<file path="src/rtl/seg7_pkg.sv">
// Shared constants for the multiplexed seven-segment receive path.
// Patterns are active-low with bit0 = segment a ... bit6 = segment g.
package seg7_pkg;

  localparam logic [6:0] SEG_0     = 7'b1000000;
  localparam logic [6:0] SEG_1     = 7'b1111001;
  localparam logic [6:0] SEG_2     = 7'b0100100;
  localparam logic [6:0] SEG_3     = 7'b0110000;
  localparam logic [6:0] SEG_4     = 7'b0011001;
  localparam logic [6:0] SEG_5     = 7'b0010010;
  localparam logic [6:0] SEG_6     = 7'b0000010;
  localparam logic [6:0] SEG_7     = 7'b1111000;
  localparam logic [6:0] SEG_8     = 7'b0000000;
  localparam logic [6:0] SEG_9     = 7'b0010000;
  localparam logic [6:0] SEG_BLANK = 7'b1111111;

  typedef enum logic [1:0] {
    IDLE   = 2'd0,
    SETTLE = 2'd1,
    HELD   = 2'd2
  } scan_state_e;

endpackage

</file>
<file path="src/rtl/seg7_pattern_to_bcd.sv">
// Inverse segment map: active-low 7-bit pattern to BCD value with blank/illegal flags.
module seg7_pattern_to_bcd
  import seg7_pkg::*;
(
  input  logic [6:0] pattern,
  output logic [3:0] value,
  output logic       is_blank,
  output logic       is_err
);

  always_comb begin
    value    = 4'hF;
    is_blank = 1'b0;
    is_err   = 1'b0;
    case (pattern)
      SEG_0:     value = 4'd0;
      SEG_1:     value = 4'd1;
      SEG_2:     value = 4'd2;
      SEG_3:     value = 4'd3;
      SEG_4:     value = 4'd4;
      SEG_5:     value = 4'd5;
      SEG_6:     value = 4'd6;
      SEG_7:     value = 4'd7;
      SEG_8:     value = 4'd8;
      SEG_9:     value = 4'd9;
      SEG_BLANK: begin
        value    = 4'd0;
        is_blank = 1'b1;
      end
      default:   is_err = 1'b1;
    endcase
  end

endmodule

</file>
<file path="src/rtl/seg7_scan_decoder.sv">
// Samples a multiplexed active-low segment/anode bus, filters each digit for
// stability and assembles the recovered BCD digits into frames.
module seg7_scan_decoder
  import seg7_pkg::*;
#(
  parameter int unsigned N_DIGITS   = 4,
  parameter int unsigned STABLE_CYC = 16,
  parameter int unsigned CNT_W      = 5
) (
  input  logic                    clk,
  input  logic                    rst,
  input  logic [6:0]              seg,
  input  logic [N_DIGITS-1:0]     an,
  output logic [4*N_DIGITS-1:0]   digits,
  output logic [N_DIGITS-1:0]     blank,
  output logic [N_DIGITS-1:0]     err,
  output logic                    frame_valid
);

  localparam int unsigned IDX_W = (N_DIGITS > 1) ? $clog2(N_DIGITS) : 1;
  localparam int unsigned ZC_W  = IDX_W + 1;
  localparam logic [CNT_W-1:0] CNT_MAX = CNT_W'(STABLE_CYC - 1);

  logic [6:0]            seg_m_q, seg_s_q;
  logic [N_DIGITS-1:0]   an_m_q, an_s_q;
  scan_state_e           state_q, state_d;
  logic [CNT_W-1:0]      cnt_q, cnt_d;
  logic [N_DIGITS-1:0]   ref_an_q, ref_an_d;
  logic [6:0]            ref_seg_q, ref_seg_d;
  logic [N_DIGITS-1:0]   seen_q, seen_d;
  logic [4*N_DIGITS-1:0] digits_q, digits_d;
  logic [N_DIGITS-1:0]   blank_q, blank_d;
  logic [N_DIGITS-1:0]   err_q, err_d;
  logic                  frame_valid_q, frame_valid_d;

  logic [ZC_W-1:0]       zero_cnt;
  logic [IDX_W-1:0]      an_idx;
  logic                  an_legal;
  logic                  same;
  logic [N_DIGITS-1:0]   seen_set;
  logic [3:0]            dec_value;
  logic                  dec_blank, dec_err;

  seg7_pattern_to_bcd u_dec (
    .pattern  (ref_seg_q),
    .value    (dec_value),
    .is_blank (dec_blank),
    .is_err   (dec_err)
  );

  // Exactly one low anode is legal; its position selects the digit.
  always_comb begin
    zero_cnt = '0;
    an_idx   = '0;
    for (int i = 0; i < int'(N_DIGITS); i++) begin
      if (!an_s_q[i]) begin
        zero_cnt = zero_cnt + ZC_W'(1);
        an_idx   = IDX_W'(i);
      end
    end
  end

  assign an_legal = (zero_cnt == ZC_W'(1));
  assign same     = (an_s_q == ref_an_q) && (seg_s_q == ref_seg_q);
  assign seen_set = seen_q | (N_DIGITS'(1) << an_idx);

  always_comb begin
    state_d       = state_q;
    cnt_d         = cnt_q;
    ref_an_d      = ref_an_q;
    ref_seg_d     = ref_seg_q;
    seen_d        = seen_q;
    digits_d      = digits_q;
    blank_d       = blank_q;
    err_d         = err_q;
    frame_valid_d = 1'b0;

    if (!an_legal) begin
      state_d = IDLE;
      cnt_d   = '0;
    end else begin
      case (state_q)
        SETTLE: begin
          if (!same) begin
            cnt_d     = '0;
            ref_an_d  = an_s_q;
            ref_seg_d = seg_s_q;
          end else if (cnt_q == CNT_MAX) begin
            // Stable long enough: commit the digit and update the frame mask.
            state_d                       = HELD;
            digits_d[{an_idx, 2'b00} +: 4] = dec_value;
            blank_d[an_idx]               = dec_blank;
            err_d[an_idx]                 = dec_err;
            if (&seen_set) begin
              frame_valid_d = 1'b1;
              seen_d        = '0;
            end else begin
              seen_d = seen_set;
            end
          end else begin
            cnt_d = cnt_q + CNT_W'(1);
          end
        end
        HELD: begin
          if (!same) begin
            state_d   = SETTLE;
            cnt_d     = '0;
            ref_an_d  = an_s_q;
            ref_seg_d = seg_s_q;
          end
        end
        default: begin
          state_d   = SETTLE;
          cnt_d     = '0;
          ref_an_d  = an_s_q;
          ref_seg_d = seg_s_q;
        end
      endcase
    end
  end

  always_ff @(posedge clk or posedge rst) begin
    if (rst) begin
      seg_m_q       <= '1;
      seg_s_q       <= '1;
      an_m_q        <= '1;
      an_s_q        <= '1;
      state_q       <= IDLE;
      cnt_q         <= '0;
      ref_an_q      <= '1;
      ref_seg_q     <= '1;
      seen_q        <= '0;
      digits_q      <= '0;
      blank_q       <= '1;
      err_q         <= '0;
      frame_valid_q <= 1'b0;
    end else begin
      seg_m_q       <= seg;
      seg_s_q       <= seg_m_q;
      an_m_q        <= an;
      an_s_q        <= an_m_q;
      state_q       <= state_d;
      cnt_q         <= cnt_d;
      ref_an_q      <= ref_an_d;
      ref_seg_q     <= ref_seg_d;
      seen_q        <= seen_d;
      digits_q      <= digits_d;
      blank_q       <= blank_d;
      err_q         <= err_d;
      frame_valid_q <= frame_valid_d;
    end
  end

  assign digits      = digits_q;
  assign blank       = blank_q;
  assign err         = err_q;
  assign frame_valid = frame_valid_q;

endmodule

</file>
<file path="config.mk">
export PLATFORM = sky130hd
export DESIGN_NAME = seg7_scan_decoder
export DESIGN_NICKNAME = d
export VERILOG_FILES = /design/src/rtl/seg7_pkg.sv /design/src/rtl/seg7_pattern_to_bcd.sv /design/src/rtl/seg7_scan_decoder.sv
export SDC_FILE = /design/constraint.sdc
export NUM_CORES = 1
export LEC_CHECK = 0
export ABC_CLOCK_PERIOD_IN_PS = 2600
export BUFFER_PORTS_ARGS = -buffer_cell sky130_fd_sc_hd__clkbuf_2
export CAP_MARGIN = 20
export CORE_ASPECT_RATIO = 0.5
export CORE_MARGIN = 1.5
export CORE_UTILIZATION = 52
export CTS_CLUSTER_SIZE = 28
export DETAILED_ROUTE_END_ITERATION = 8
export GPL_TIMING_DRIVEN = 0
export PLACE_DENSITY = 0.81
export SYNTH_ARGS = -nofsm -noshare
export SYNTH_HDL_FRONTEND = slang
export SYNTH_SLANG_ARGS = --single-unit
</file>
<file path="constraint.sdc">
create_clock -name clk -period 2.6 [get_ports clk]
set_input_delay 0.65 -clock clk [delete_from_list [all_inputs] [get_ports clk]]
set_output_delay 0.65 -clock clk [all_outputs]
set_load 0.03 [all_outputs]
</file>
==> reports/qor.yml <==
outcome: "finished with violations"
violations: "setup timing"
fillers: 328
holdPathStages: 0
grt_usage_pct: 21.9
start_kind: "register"
viasPerCell: 5.52
hold_class: "reg2reg"
synth_top_area_share_pct: 31.1
die_area_um2: 6520
syn_area_um2: 3130
syn_nets: 260
hold_viol_final: 0
worstSetupPathType: "reg2reg"
synth_cell_types: 46
drtIter0Drc: 110
maxSlewHeadroom_pct: 44.7
clk_pin_slew_ns: 0.06
cts-buffers-inserted: 9
setup_ws_ns: -0.00458
port_buffers: 37
dr.pass1.iters: 4
gp_congestion: 0.825
syn_inst: 240
setup_viol: 4
cts.sinks: 69
grt_max_degree: 37
finalClockSkew_ns: 0.00451
worstMarginPinSlew_ns: 0.819
min_period_ns: 2.60
worstPathArrival_ns: 2.86
reg2reg_depth: 9
io_pins: 38
synth.top_cells.by_area: "dfstp_2, dfrtp_1, mux2_2, nor4_4, xor2_1"
cts_hold_buf: 0
clock_latency_ns: 0.33
die_h_um: 57.9
ys_ff_latch: 69
yosysSeqAreaShare_pct: 56.6
initial_core_util_pct: 55.6
slowest_stage: "dfstp_2"
cts_root_buf: "clkbuf_16"
area_growth_pct: 28.4
ys.flop_type: "dfstp_2"
hpwl_um: 4020
cts.path.max_buffers: 2
drc: 0
cp-end-kind: "register"
yosys.area.top_type: "dfstp_2"
maxSlewViolCount: 0
cts_tree: "built"
drv_cap: 0
wire_per_inst_um: 17.1
synth_edf_count: 0
vias: 2102
finalPower_mw: 3.18
core_um2: 5630
grt_pass1_vias: 2164
max_freq_mhz: 384
synth_warnings: 0
irDropWorstVdd_mv: 0.572
grt.overflow.total: 0
postRouteWirelength_um: 6520
die-width_um: 113
hold-worst-slack_ns: 0.349
grt_setup_unrepaired: "true"
drive_gt1_share_pct: 52.9
cp_data_required_time_ns: 2.85
fin_crit_sh_pct: 100
cp_slowest_stage_delay_ns: 0.56
p_leak_nw: 1.78
critical_path.cell_chain: "inv_4, ha_4, xnor2_2, ha_1, o311a_4, nand2b_4, o21ba_4, buf_8, mux2_2"
critPathMaxFanout: 10
yosys-top-cells-count: "dfstp_2, dfrtp_1, mux2_2"
num_rows: 19
avgSynthCellArea_um2: 13.0
synth.most_common_cell: "dfstp_2"
grt_pass1_wl_um: 10700
power_density_nw_per_um2: 792
ys_async_sr_fraction_pct: 100
n_antenna_cell: 0
layout.nets: 323
cts-htree-levels: 3
antenna_found_initial: 0
ant_nets: 0
placed cells by master (no fill, tap or decap), drive strengths merged, types with 8 or more instances in the layout:
cell | Yosys | routed
nand2 | 10 | 10
xor2 | 11 | 11
mux2 | 35 | 35
clkbuf | 5 | 53
nor2 | 13 | 13
inv | 9 | 9
nor4 | 8 | 8
dfrtp | 32 | 32
buf | 7 | 22
a21oi | 9 | 9
dfstp | 37 | 37
repair_timing:
action / 4_1_cts / 5_1_grt
pin swaps: 8 / 3
gates cloned: 0 / 0
buffers inserted: 13 / 1
resized for setup: 23 / 12
endpoints found under the setup margin: 45 / 34
routing by layer:
metal	global-route usage [%]	up-vias	share of wire, %
met4	7.78	0	1.7
met2	38.0	40	50
met1	26.0	1078	44
met3	7.64	10	4.1
met5	0	-	0
li1	-	974	-
logic make-up after synthesis:
logic type | share of synthesized area, %
XOR/XNOR | 3.92
buffers and inverters | 3.08
AND/OR/NAND/NOR | 13.6
adder cells (fa/ha/maj) | 2.80
AO/OA/AOI/OAI | 6.75
multiplexers | 13.2
flip-flops | 56.6
critical path: cells and delay by family, from the launching register on:
family / cells / cell delay [ns]
compound gates: 2 / 0.58
flops: 1 / 0.56
fa+ha+maj: 2 / 0.54
mux: 1 / 0.34
buf+inv: 2 / 0.19
simple gates: 1 / 0.18
xor+xnor: 1 / 0.14
cell type report:
type / instances / area (um^2) / area share, %
repair buffers: 52 / 329 / 8.19
inverters: 9 / 36.3 / 0.903
multi-input cells: 150 / 1400 / 34.9
well taps: 73 / 91.3 / 2.27
clock inverters: 5 / 58.8 / 1.46
plain buffers: 12 / 76.3 / 1.90
flip-flops and latches: 69 / 1770 / 44.1
clock buffers: 11 / 253 / 6.29
through the flow:
step / setup WS [ns] / setup TNS [ns] / cells / utilization (%) / cell area (um^2)
after CTS: -0.0903 / -1.34 / 380 / 70.3 / 3960
after floorplan: -0.105 / -2.13 / 240 / - / 3170
final: -0.00458 / -0.0101 / 381 / 71.3 / 4020
after global placement: -0.347 / -18.40 / 350 / 61.2 / 3450
after global routing: -0.0890 / -1.56 / 381 / 71.3 / 4020
after detailed placement: -0.430 / -10.71 / 351 / 61.6 / 3470
worst paths after layout:
| kind | from | to | slack [ns] |
|---|---|---|---|
| worst min-delay path | seg_m_q[1] | seg_s_q[1] | 0.35 |
| worst max-delay path | an_s_q[1] | ref_seg_q[6] | -0.005 |
| max in group asynchronous | rst | an_s_q[2] | 1.48 |
| min in group asynchronous | rst | digits[5] | 0.42 |
| worst max register to register | an_s_q[1] | ref_seg_q[6] | -0.005 |
| worst min register to register | seg_m_q[1] | seg_s_q[1] | 0.35 |
sequential cells by signal (all words and copies together), names as in the netlist, 5 cells and up:
register,flops
seg_s_q,7
ref_seg_q,7
cnt_q,5
digits,16
seg_m_q,7
report_power, final:
part	switching, mW	total [mW]	internal (mW)
logic	0.398	0.667	0.269
clock network	0.451	1.24	0.793
registers	0.0426	1.27	1.23
total	0.891	3.18	2.29
Power figures use the tool's default switching activity.
